File: src/rtl/pipeline_ctrl_if.sv
// Hazard-controller bus: pipeline status in, stage-register controls out.
// The master side is the datapath and the slave side is pipeline_ctrl.
interface pipeline_ctrl_if #(
    parameter int unsigned REG_AW   = 3,
    parameter int unsigned MC_CNT_W = 4
);
    logic [REG_AW-1:0]   id_rs1;
    logic [REG_AW-1:0]   id_rs2;
    logic                id_use_rs1;
    logic                id_use_rs2;
    logic [REG_AW-1:0]   ex_rd;
    logic                ex_mem_read;
    logic                branch_taken;
    logic                ex_mc_start;
    logic [MC_CNT_W-1:0] ex_mc_cycles;
    logic                mem_wait;

    logic                pc_en;
    logic                if_id_en;
    logic                id_ex_en;
    logic                ex_mem_en;
    logic                mem_wb_en;
    logic                if_id_flush;
    logic                id_ex_flush;
    logic                ex_mem_flush;
    logic                mem_wb_flush;
    logic                busy;
    logic                proto_err;
    logic [15:0]         stall_cycles;

    modport master (
        output id_rs1, id_rs2, id_use_rs1, id_use_rs2, ex_rd, ex_mem_read,
               branch_taken, ex_mc_start, ex_mc_cycles, mem_wait,
        input  pc_en, if_id_en, id_ex_en, ex_mem_en, mem_wb_en,
               if_id_flush, id_ex_flush, ex_mem_flush, mem_wb_flush,
               busy, proto_err, stall_cycles
    );

    modport slave (
        input  id_rs1, id_rs2, id_use_rs1, id_use_rs2, ex_rd, ex_mem_read,
               branch_taken, ex_mc_start, ex_mc_cycles, mem_wait,
        output pc_en, if_id_en, id_ex_en, ex_mem_en, mem_wb_en,
               if_id_flush, id_ex_flush, ex_mem_flush, mem_wb_flush,
               busy, proto_err, stall_cycles
    );
endinterface

File: src/rtl/pipeline_ctrl.sv
// Stall/flush controller for the 5-stage pipeline: load-use bubbles,
// taken-branch squashes, multi-cycle EX ops and data-memory wait states.
// Optional stall performance counter enabled by macro PIPE_CTRL_PERF_EN.
module pipeline_ctrl #(
    parameter int unsigned REG_AW   = 3,
    parameter int unsigned MC_CNT_W = 4
) (
    input logic             clk,
    input logic             reset_n,
    pipeline_ctrl_if.slave  bus
);
    typedef enum logic {RUN, MULTI} state_t;

    state_t              state, state_n;
    logic [MC_CNT_W-1:0] cnt, cnt_n;
    logic                err_q, err_n;

    logic [REG_AW-1:0]   rs1, rs2, rd;
    logic [MC_CNT_W-1:0] mc_cycles;
    logic                lu, mcs;
    logic                pc_en, if_id_en, id_ex_en, ex_mem_en, mem_wb_en;
    logic                if_id_flush, id_ex_flush, ex_mem_flush, mem_wb_flush;

    assign rs1       = bus.id_rs1;
    assign rs2       = bus.id_rs2;
    assign rd        = bus.ex_rd;
    assign mc_cycles = bus.ex_mc_cycles;

    // Hazard detection from the current stage contents
    always_comb begin
        lu = bus.ex_mem_read && (rd != '0) &&
             ((bus.id_use_rs1 && (rs1 == rd)) || (bus.id_use_rs2 && (rs2 == rd)));
        mcs = (state == MULTI) ||
              (bus.ex_mc_start && (mc_cycles != '0));
    end

    // Prioritised stage-register enables/flushes; everything idle in reset
    always_comb begin
        pc_en        = 1'b1;
        if_id_en     = 1'b1;
        id_ex_en     = 1'b1;
        ex_mem_en    = 1'b1;
        mem_wb_en    = 1'b1;
        if_id_flush  = 1'b0;
        id_ex_flush  = 1'b0;
        ex_mem_flush = 1'b0;
        mem_wb_flush = 1'b0;
        if (!reset_n) begin
            pc_en     = 1'b0;
            if_id_en  = 1'b0;
            id_ex_en  = 1'b0;
            ex_mem_en = 1'b0;
            mem_wb_en = 1'b0;
        end else if (bus.mem_wait) begin
            pc_en        = 1'b0;
            if_id_en     = 1'b0;
            id_ex_en     = 1'b0;
            ex_mem_en    = 1'b0;
            mem_wb_en    = 1'b0;
            mem_wb_flush = 1'b1;
        end else if (mcs) begin
            pc_en        = 1'b0;
            if_id_en     = 1'b0;
            id_ex_en     = 1'b0;
            ex_mem_flush = 1'b1;
        end else if (bus.branch_taken) begin
            if_id_flush = 1'b1;
            id_ex_flush = 1'b1;
        end else if (lu) begin
            pc_en       = 1'b0;
            if_id_en    = 1'b0;
            id_ex_flush = 1'b1;
        end
    end

    // Next state, countdown and protocol-error detection; all frozen on mem_wait
    always_comb begin
        state_n = state;
        cnt_n   = cnt;
        err_n   = err_q;
        if (!bus.mem_wait) begin
            case (state)
                RUN: begin
                    if (bus.ex_mc_start && bus.branch_taken) err_n = 1'b1;
                    // N=0 and N=1 complete within RUN; only longer ops need MULTI
                    if (bus.ex_mc_start && (mc_cycles > MC_CNT_W'(1))) begin
                        cnt_n   = mc_cycles - MC_CNT_W'(1);
                        state_n = MULTI;
                    end
                end
                MULTI: begin
                    if (bus.branch_taken) err_n = 1'b1;
                    cnt_n = cnt - MC_CNT_W'(1);
                    if (cnt == MC_CNT_W'(1)) state_n = RUN;
                end
                default: state_n = RUN;
            endcase
        end
    end

    // FSM, counter and sticky error registers
    always_ff @(posedge clk or negedge reset_n) begin
        if (!reset_n) begin
            state <= RUN;
            cnt   <= '0;
            err_q <= 1'b0;
        end else begin
            state <= state_n;
            cnt   <= cnt_n;
            err_q <= err_n;
        end
    end

`ifdef PIPE_CTRL_PERF_EN
    logic [15:0] perf_q;

    // Saturating count of cycles in which the PC is held
    always_ff @(posedge clk or negedge reset_n) begin
        if (!reset_n) begin
            perf_q <= '0;
        end else if (!pc_en && (perf_q != '1)) begin
            perf_q <= perf_q + 16'd1;
        end
    end

    assign bus.stall_cycles = perf_q;
`else
    assign bus.stall_cycles = '0;
`endif

    assign bus.pc_en        = pc_en;
    assign bus.if_id_en     = if_id_en;
    assign bus.id_ex_en     = id_ex_en;
    assign bus.ex_mem_en    = ex_mem_en;
    assign bus.mem_wb_en    = mem_wb_en;
    assign bus.if_id_flush  = if_id_flush;
    assign bus.id_ex_flush  = id_ex_flush;
    assign bus.ex_mem_flush = ex_mem_flush;
    assign bus.mem_wb_flush = mem_wb_flush;
    assign bus.busy         = reset_n && (state == MULTI);
    assign bus.proto_err    = err_q;
endmodule

File: src/flat_wrapper.sv
// flat-port wrapper written by rule: the top's interface ports become plain ports
module pipeline_ctrl_flat 
#(
    parameter int unsigned REG_AW   = 3,
    parameter int unsigned MC_CNT_W = 4
)
  (clk, reset_n, bus_id_rs1, bus_id_rs2, bus_id_use_rs1, bus_id_use_rs2, bus_ex_rd, bus_ex_mem_read, bus_branch_taken, bus_ex_mc_start, bus_ex_mc_cycles, bus_mem_wait, bus_pc_en, bus_if_id_en, bus_id_ex_en, bus_ex_mem_en, bus_mem_wb_en, bus_if_id_flush, bus_id_ex_flush, bus_ex_mem_flush, bus_mem_wb_flush, bus_busy, bus_proto_err, bus_stall_cycles);
  pipeline_ctrl_if #(.REG_AW(REG_AW), .MC_CNT_W(MC_CNT_W)) bus_i ();
  input logic clk;
  input logic reset_n;
  input wire logic [$bits(bus_i.id_rs1)-1:0] bus_id_rs1;
  input wire logic [$bits(bus_i.id_rs2)-1:0] bus_id_rs2;
  input wire logic [$bits(bus_i.id_use_rs1)-1:0] bus_id_use_rs1;
  input wire logic [$bits(bus_i.id_use_rs2)-1:0] bus_id_use_rs2;
  input wire logic [$bits(bus_i.ex_rd)-1:0] bus_ex_rd;
  input wire logic [$bits(bus_i.ex_mem_read)-1:0] bus_ex_mem_read;
  input wire logic [$bits(bus_i.branch_taken)-1:0] bus_branch_taken;
  input wire logic [$bits(bus_i.ex_mc_start)-1:0] bus_ex_mc_start;
  input wire logic [$bits(bus_i.ex_mc_cycles)-1:0] bus_ex_mc_cycles;
  input wire logic [$bits(bus_i.mem_wait)-1:0] bus_mem_wait;
  output wire logic [$bits(bus_i.pc_en)-1:0] bus_pc_en;
  output wire logic [$bits(bus_i.if_id_en)-1:0] bus_if_id_en;
  output wire logic [$bits(bus_i.id_ex_en)-1:0] bus_id_ex_en;
  output wire logic [$bits(bus_i.ex_mem_en)-1:0] bus_ex_mem_en;
  output wire logic [$bits(bus_i.mem_wb_en)-1:0] bus_mem_wb_en;
  output wire logic [$bits(bus_i.if_id_flush)-1:0] bus_if_id_flush;
  output wire logic [$bits(bus_i.id_ex_flush)-1:0] bus_id_ex_flush;
  output wire logic [$bits(bus_i.ex_mem_flush)-1:0] bus_ex_mem_flush;
  output wire logic [$bits(bus_i.mem_wb_flush)-1:0] bus_mem_wb_flush;
  output wire logic [$bits(bus_i.busy)-1:0] bus_busy;
  output wire logic [$bits(bus_i.proto_err)-1:0] bus_proto_err;
  output wire logic [$bits(bus_i.stall_cycles)-1:0] bus_stall_cycles;
  assign bus_i.id_rs1 = bus_id_rs1;
  assign bus_i.id_rs2 = bus_id_rs2;
  assign bus_i.id_use_rs1 = bus_id_use_rs1;
  assign bus_i.id_use_rs2 = bus_id_use_rs2;
  assign bus_i.ex_rd = bus_ex_rd;
  assign bus_i.ex_mem_read = bus_ex_mem_read;
  assign bus_i.branch_taken = bus_branch_taken;
  assign bus_i.ex_mc_start = bus_ex_mc_start;
  assign bus_i.ex_mc_cycles = bus_ex_mc_cycles;
  assign bus_i.mem_wait = bus_mem_wait;
  assign bus_pc_en = bus_i.pc_en;
  assign bus_if_id_en = bus_i.if_id_en;
  assign bus_id_ex_en = bus_i.id_ex_en;
  assign bus_ex_mem_en = bus_i.ex_mem_en;
  assign bus_mem_wb_en = bus_i.mem_wb_en;
  assign bus_if_id_flush = bus_i.if_id_flush;
  assign bus_id_ex_flush = bus_i.id_ex_flush;
  assign bus_ex_mem_flush = bus_i.ex_mem_flush;
  assign bus_mem_wb_flush = bus_i.mem_wb_flush;
  assign bus_busy = bus_i.busy;
  assign bus_proto_err = bus_i.proto_err;
  assign bus_stall_cycles = bus_i.stall_cycles;
  pipeline_ctrl #(.REG_AW(REG_AW), .MC_CNT_W(MC_CNT_W)) u_core (.clk(clk), .reset_n(reset_n), .bus(bus_i));
endmodule
File: config.mk
export PLATFORM = sky130hd
export DESIGN_NAME = pipeline_ctrl_flat
export DESIGN_NICKNAME = d
export VERILOG_FILES = /design/src/rtl/pipeline_ctrl_if.sv /design/src/rtl/pipeline_ctrl.sv /design/src/flat_wrapper.sv
export SDC_FILE = /design/constraint.sdc
export NUM_CORES = 1
export LEC_CHECK = 0
export ABC_AREA = 1
export BUFFER_PORTS_ARGS = -buffer_cell sky130_fd_sc_hd__buf_2
export CORE_MARGIN = 2
export CORE_UTILIZATION = 38
export CTS_CLUSTER_SIZE = 28
export DETAILED_ROUTE_END_ITERATION = 8
export PLACE_DENSITY_LB_ADDON = 0.15
export RECOVER_POWER = 100
export SLEW_MARGIN = 5
export SYNTH_ARGS = -nofsm -noshare
export SYNTH_HDL_FRONTEND = slang
export SYNTH_SLANG_ARGS = --single-unit
export TNS_END_PERCENT = 100
File: constraint.sdc
create_clock -name clk -period 1.6 [get_ports clk]
set_input_delay 0.32 -clock clk [delete_from_list [all_inputs] [get_ports clk]]
set_output_delay 0.32 -clock clk [all_outputs]
set_load 0.01 [all_outputs]
==> results.txt <==
- Run status: finished with violations
- The checks that failed: negative setup slack.
- For this run, the post-layout net count is 196.
* Post-DR wirelength/cell: 9.37 um
* Average size of a mapped cell: 6.80 um2
* Pins Over Slew Limit: 0
- Adding up every negative setup slack in the final design gives -0.211 ns.
- Of the synthesized area, sequential elements account for 0.171.
- Min setup slack post-route: -0.0572 ns
- Ranked by instance count, the synthesized netlist is headed by nand2_1, buf_4, inv_1, nor2_1.
* RSZ-0062 raised after global routing: yes
- Detailed placement finished with a half-perimeter wire length of 1490 um.
- Die outline width: 52.0 um
* Post-route DRC: 0
- STA classifies the critical path endpoint as a primary output.
* Total standard cell area after synthesis: 877 um2
* Port buffer count: 31
- Critical setup path kind: flop to primary output
* VDD IR max: 0.472 mV
- Via count of the first global-routing pass: 725
- Master cell of the clock root buffer: clkbuf_4
- Yosys instantiated no cell more often than nand2_1.
- The floorplan step defined a die boundary enclosing 2710 um2.
- # H-tree levels: 1
- For this run, asynchronously set or reset flops after synthesis account for 1.00.
- Measured in cells, the most critical reg-to-reg path has a length of 7.
* Via count: 832
- Number of fill cells in the layout: 245
- Summing internal, switching and leakage power gives 0.861 mW.
- The tightest min-delay check is of the input port to flop type.
- Measured on the finished design, the core utilization comes to 0.495.
- Setup violations remaining at the end of the flow were counted as 5.
- Area Overhead vs Synth: 23.7%
* Maximum number of pins on one net before global-route repair: 9
- Number of unique standard cell types used by synthesis: 27
- The floorplan step set the die height to 52.0 um.
* Final wirelength: 1840 um
* Worst EP arrival: 1.34 ns
- On the final layout, the worst clock skew is 0.0110 ns.
- Synthesized instance count: 129
* # placed instances: 187
- TritonCTS built the clock tree.
- Based on the critical path, the design can be clocked at up to 0.603 GHz.
- Power per standard cell area: 793 nW/um2
- Global route total overflow: 0
- Detailed-route vias per instance: 4.24
- YS warnings: 0
* Final clock period utilization by the worst path: 1.04
- 1st-iter DRT viols: 26
- The hold violation total from the final report came to 0.
- Worst skew pair latency: 0.25 ns
- IO Pins: 48
- For this configuration, the core starts out at a cell density of 0.400.
- Max_cap viols: 0
* Worst-case clock buffer depth: 2
* Startpoint type of the worst setup path: flop
* Lkg Pwr: 0.660 nW
* Non-filler instance count after layout: 196
- Placement Rows: 17
* CTS sink count: 6
* Clock transition at the registers of the reported paths: 0.05 ns
* Drt pass-1 iters: 4
* Final RePlAce weighted congestion: 0.828
- Count of flip-flops with a built-in enable after synthesis: 0
- Crit path max fanout: 4
- Overall track demand over capacity in global routing: 0.144
* Number of diodes added for antenna fixing: 0
- The first global-routing pass estimated 2980 um of wire.
* Shortest clock period the worst path allows after layout: 1.66 ns
- FF+latch count, synth: 6
- In the post-synthesis netlist, the biggest area contributors are dfrtp_1, buf_4, nand2_1.
- Multi-input logic area: 537 um2
- In this run the standard cell core region covers 2190 um2.
- Hold Path Depth: 2
- Share of cells above drive strength 1: 0.393
- In the synthesized netlist the dominant register cell turns out to be dfrtp_1.
* CP Data Required Time: 1.28 ns
* Number of antenna violations at the first check in global routing: 0
- The detail route stage leaves a number of antenna-violating nets equal to 0.
- Area fraction of the dominant cell type after synthesis: 0.171
* Number of buffers added by the clock tree synthesis step: 3
- The sequential cells in the finished layout cover a total of 151 um2.
- Library cell with the largest summed area after synthesis: dfrtp_1
-- worst max-delay path, stage by stage (launching register included) --
cell      delay, ns
dfrtp_2        0.47
clkinv_4       0.08
nand3_4        0.08
a21oi_4        0.19
nand3_1        0.10
nand2_1        0.06
buf_2          0.12
-- flip-flops by register name (all words and copies together) (netlist names) --
signal and flops:
u_core.cnt 4, u_core.state 1, u_core.bus.proto_err 1
-- per-stage QoR --
stage,setup WS (ns),hold WS [ns],instance area (um2)
floorplan,0.0596,0.0244,933
global placement,0.0548,0.261,1000
detailed placement,0.0101,0.260,1000
CTS,-0.0706,0.305,1070
global route,-0.140,0.304,1080
finish,-0.0572,0.307,1080
-- where the power goes --
part | switching, mW | internal (mW) | total, mW
combinational | 0.278 | 0.192 | 0.470
clock | 0.0613 | 0.0853 | 0.147
sequential | 0.0442 | 0.200 | 0.244
-- timing repair --
action	in CTS	in global routing
gates resized for setup	1	4
setup buffers	3	1
pin swaps	1	3
setup endpoints to repair	5	5
hold buffers	2	0
hold endpoints to repair	3	0
-- cell families (layout without fill, tap and decap cells) --
| family | count (synthesis) | after routing | synth area share |
|---|---|---|---|
| other | 1 | 16 | 0.00428 |
| adder cells (fa/ha/maj) | 5 | 5 | 0.0713 |
| flip-flops | 6 | 6 | 0.171 |
| buffers and inverters | 43 | 67 | 0.284 |
| AND/OR/NAND/NOR | 57 | 57 | 0.317 |
| AO/OA/AOI/OAI | 16 | 16 | 0.143 |
| XOR/XNOR | 1 | 1 | 0.00999 |
-- cell usage in the layout (no fill, tap or decap), drive strengths merged, types with 2 or more instances in the layout --
cell type and n:
buf 37, dlygate4sd3 2, ha 5, inv 23
clkbuf 4, conb 16, nand2 37, nor2 13
nand3 6, o21ai 10, a21oi 3, dfrtp 6
-- layer usage --
layer  up-vias  GRT usage  routed length [um]
met2        36      0.253                 843
met5         -          0                   0
met4         0     0.0263                  15
li1        437          -                   -
met1       357      0.182                 849
met3         2     0.0259                 129
-- worst paths after layout --
check / from / end / slack [ns]
max in group asynchronous: reset_n / u_core.bus.proto_err$_DFFE_PN0P_ / 0.74
min in group asynchronous: reset_n / u_core.cnt[1]$_DFFE_PN0P_ / 0.65
worst min register to register: u_core.bus.proto_err$_DFFE_PN0P_ / u_core.bus.proto_err$_DFFE_PN0P_ / 0.46
worst max-delay path: u_core.state$_DFFE_PN0N_ / bus_id_ex_flush / -0.06
worst min-delay path: bus_branch_taken / u_core.bus.proto_err$_DFFE_PN0P_ / 0.31
worst max register to register: u_core.state$_DFFE_PN0N_ / u_core.cnt[1]$_DFFE_PN0P_ / 0.38
-- final cells by class --
| cell class | instances | share of cell area |
|---|---|---|
| Tap cell | 28 | 0.0323 |
| Sequential cell | 6 | 0.140 |
| Clock buffer | 3 | 0.0208 |
| Timing Repair Buffer | 40 | 0.218 |
| Multi-Input combinational cell | 95 | 0.495 |
| Inverter | 24 | 0.0946 |
No activity file was read; power rests on OpenSTA's default activity.
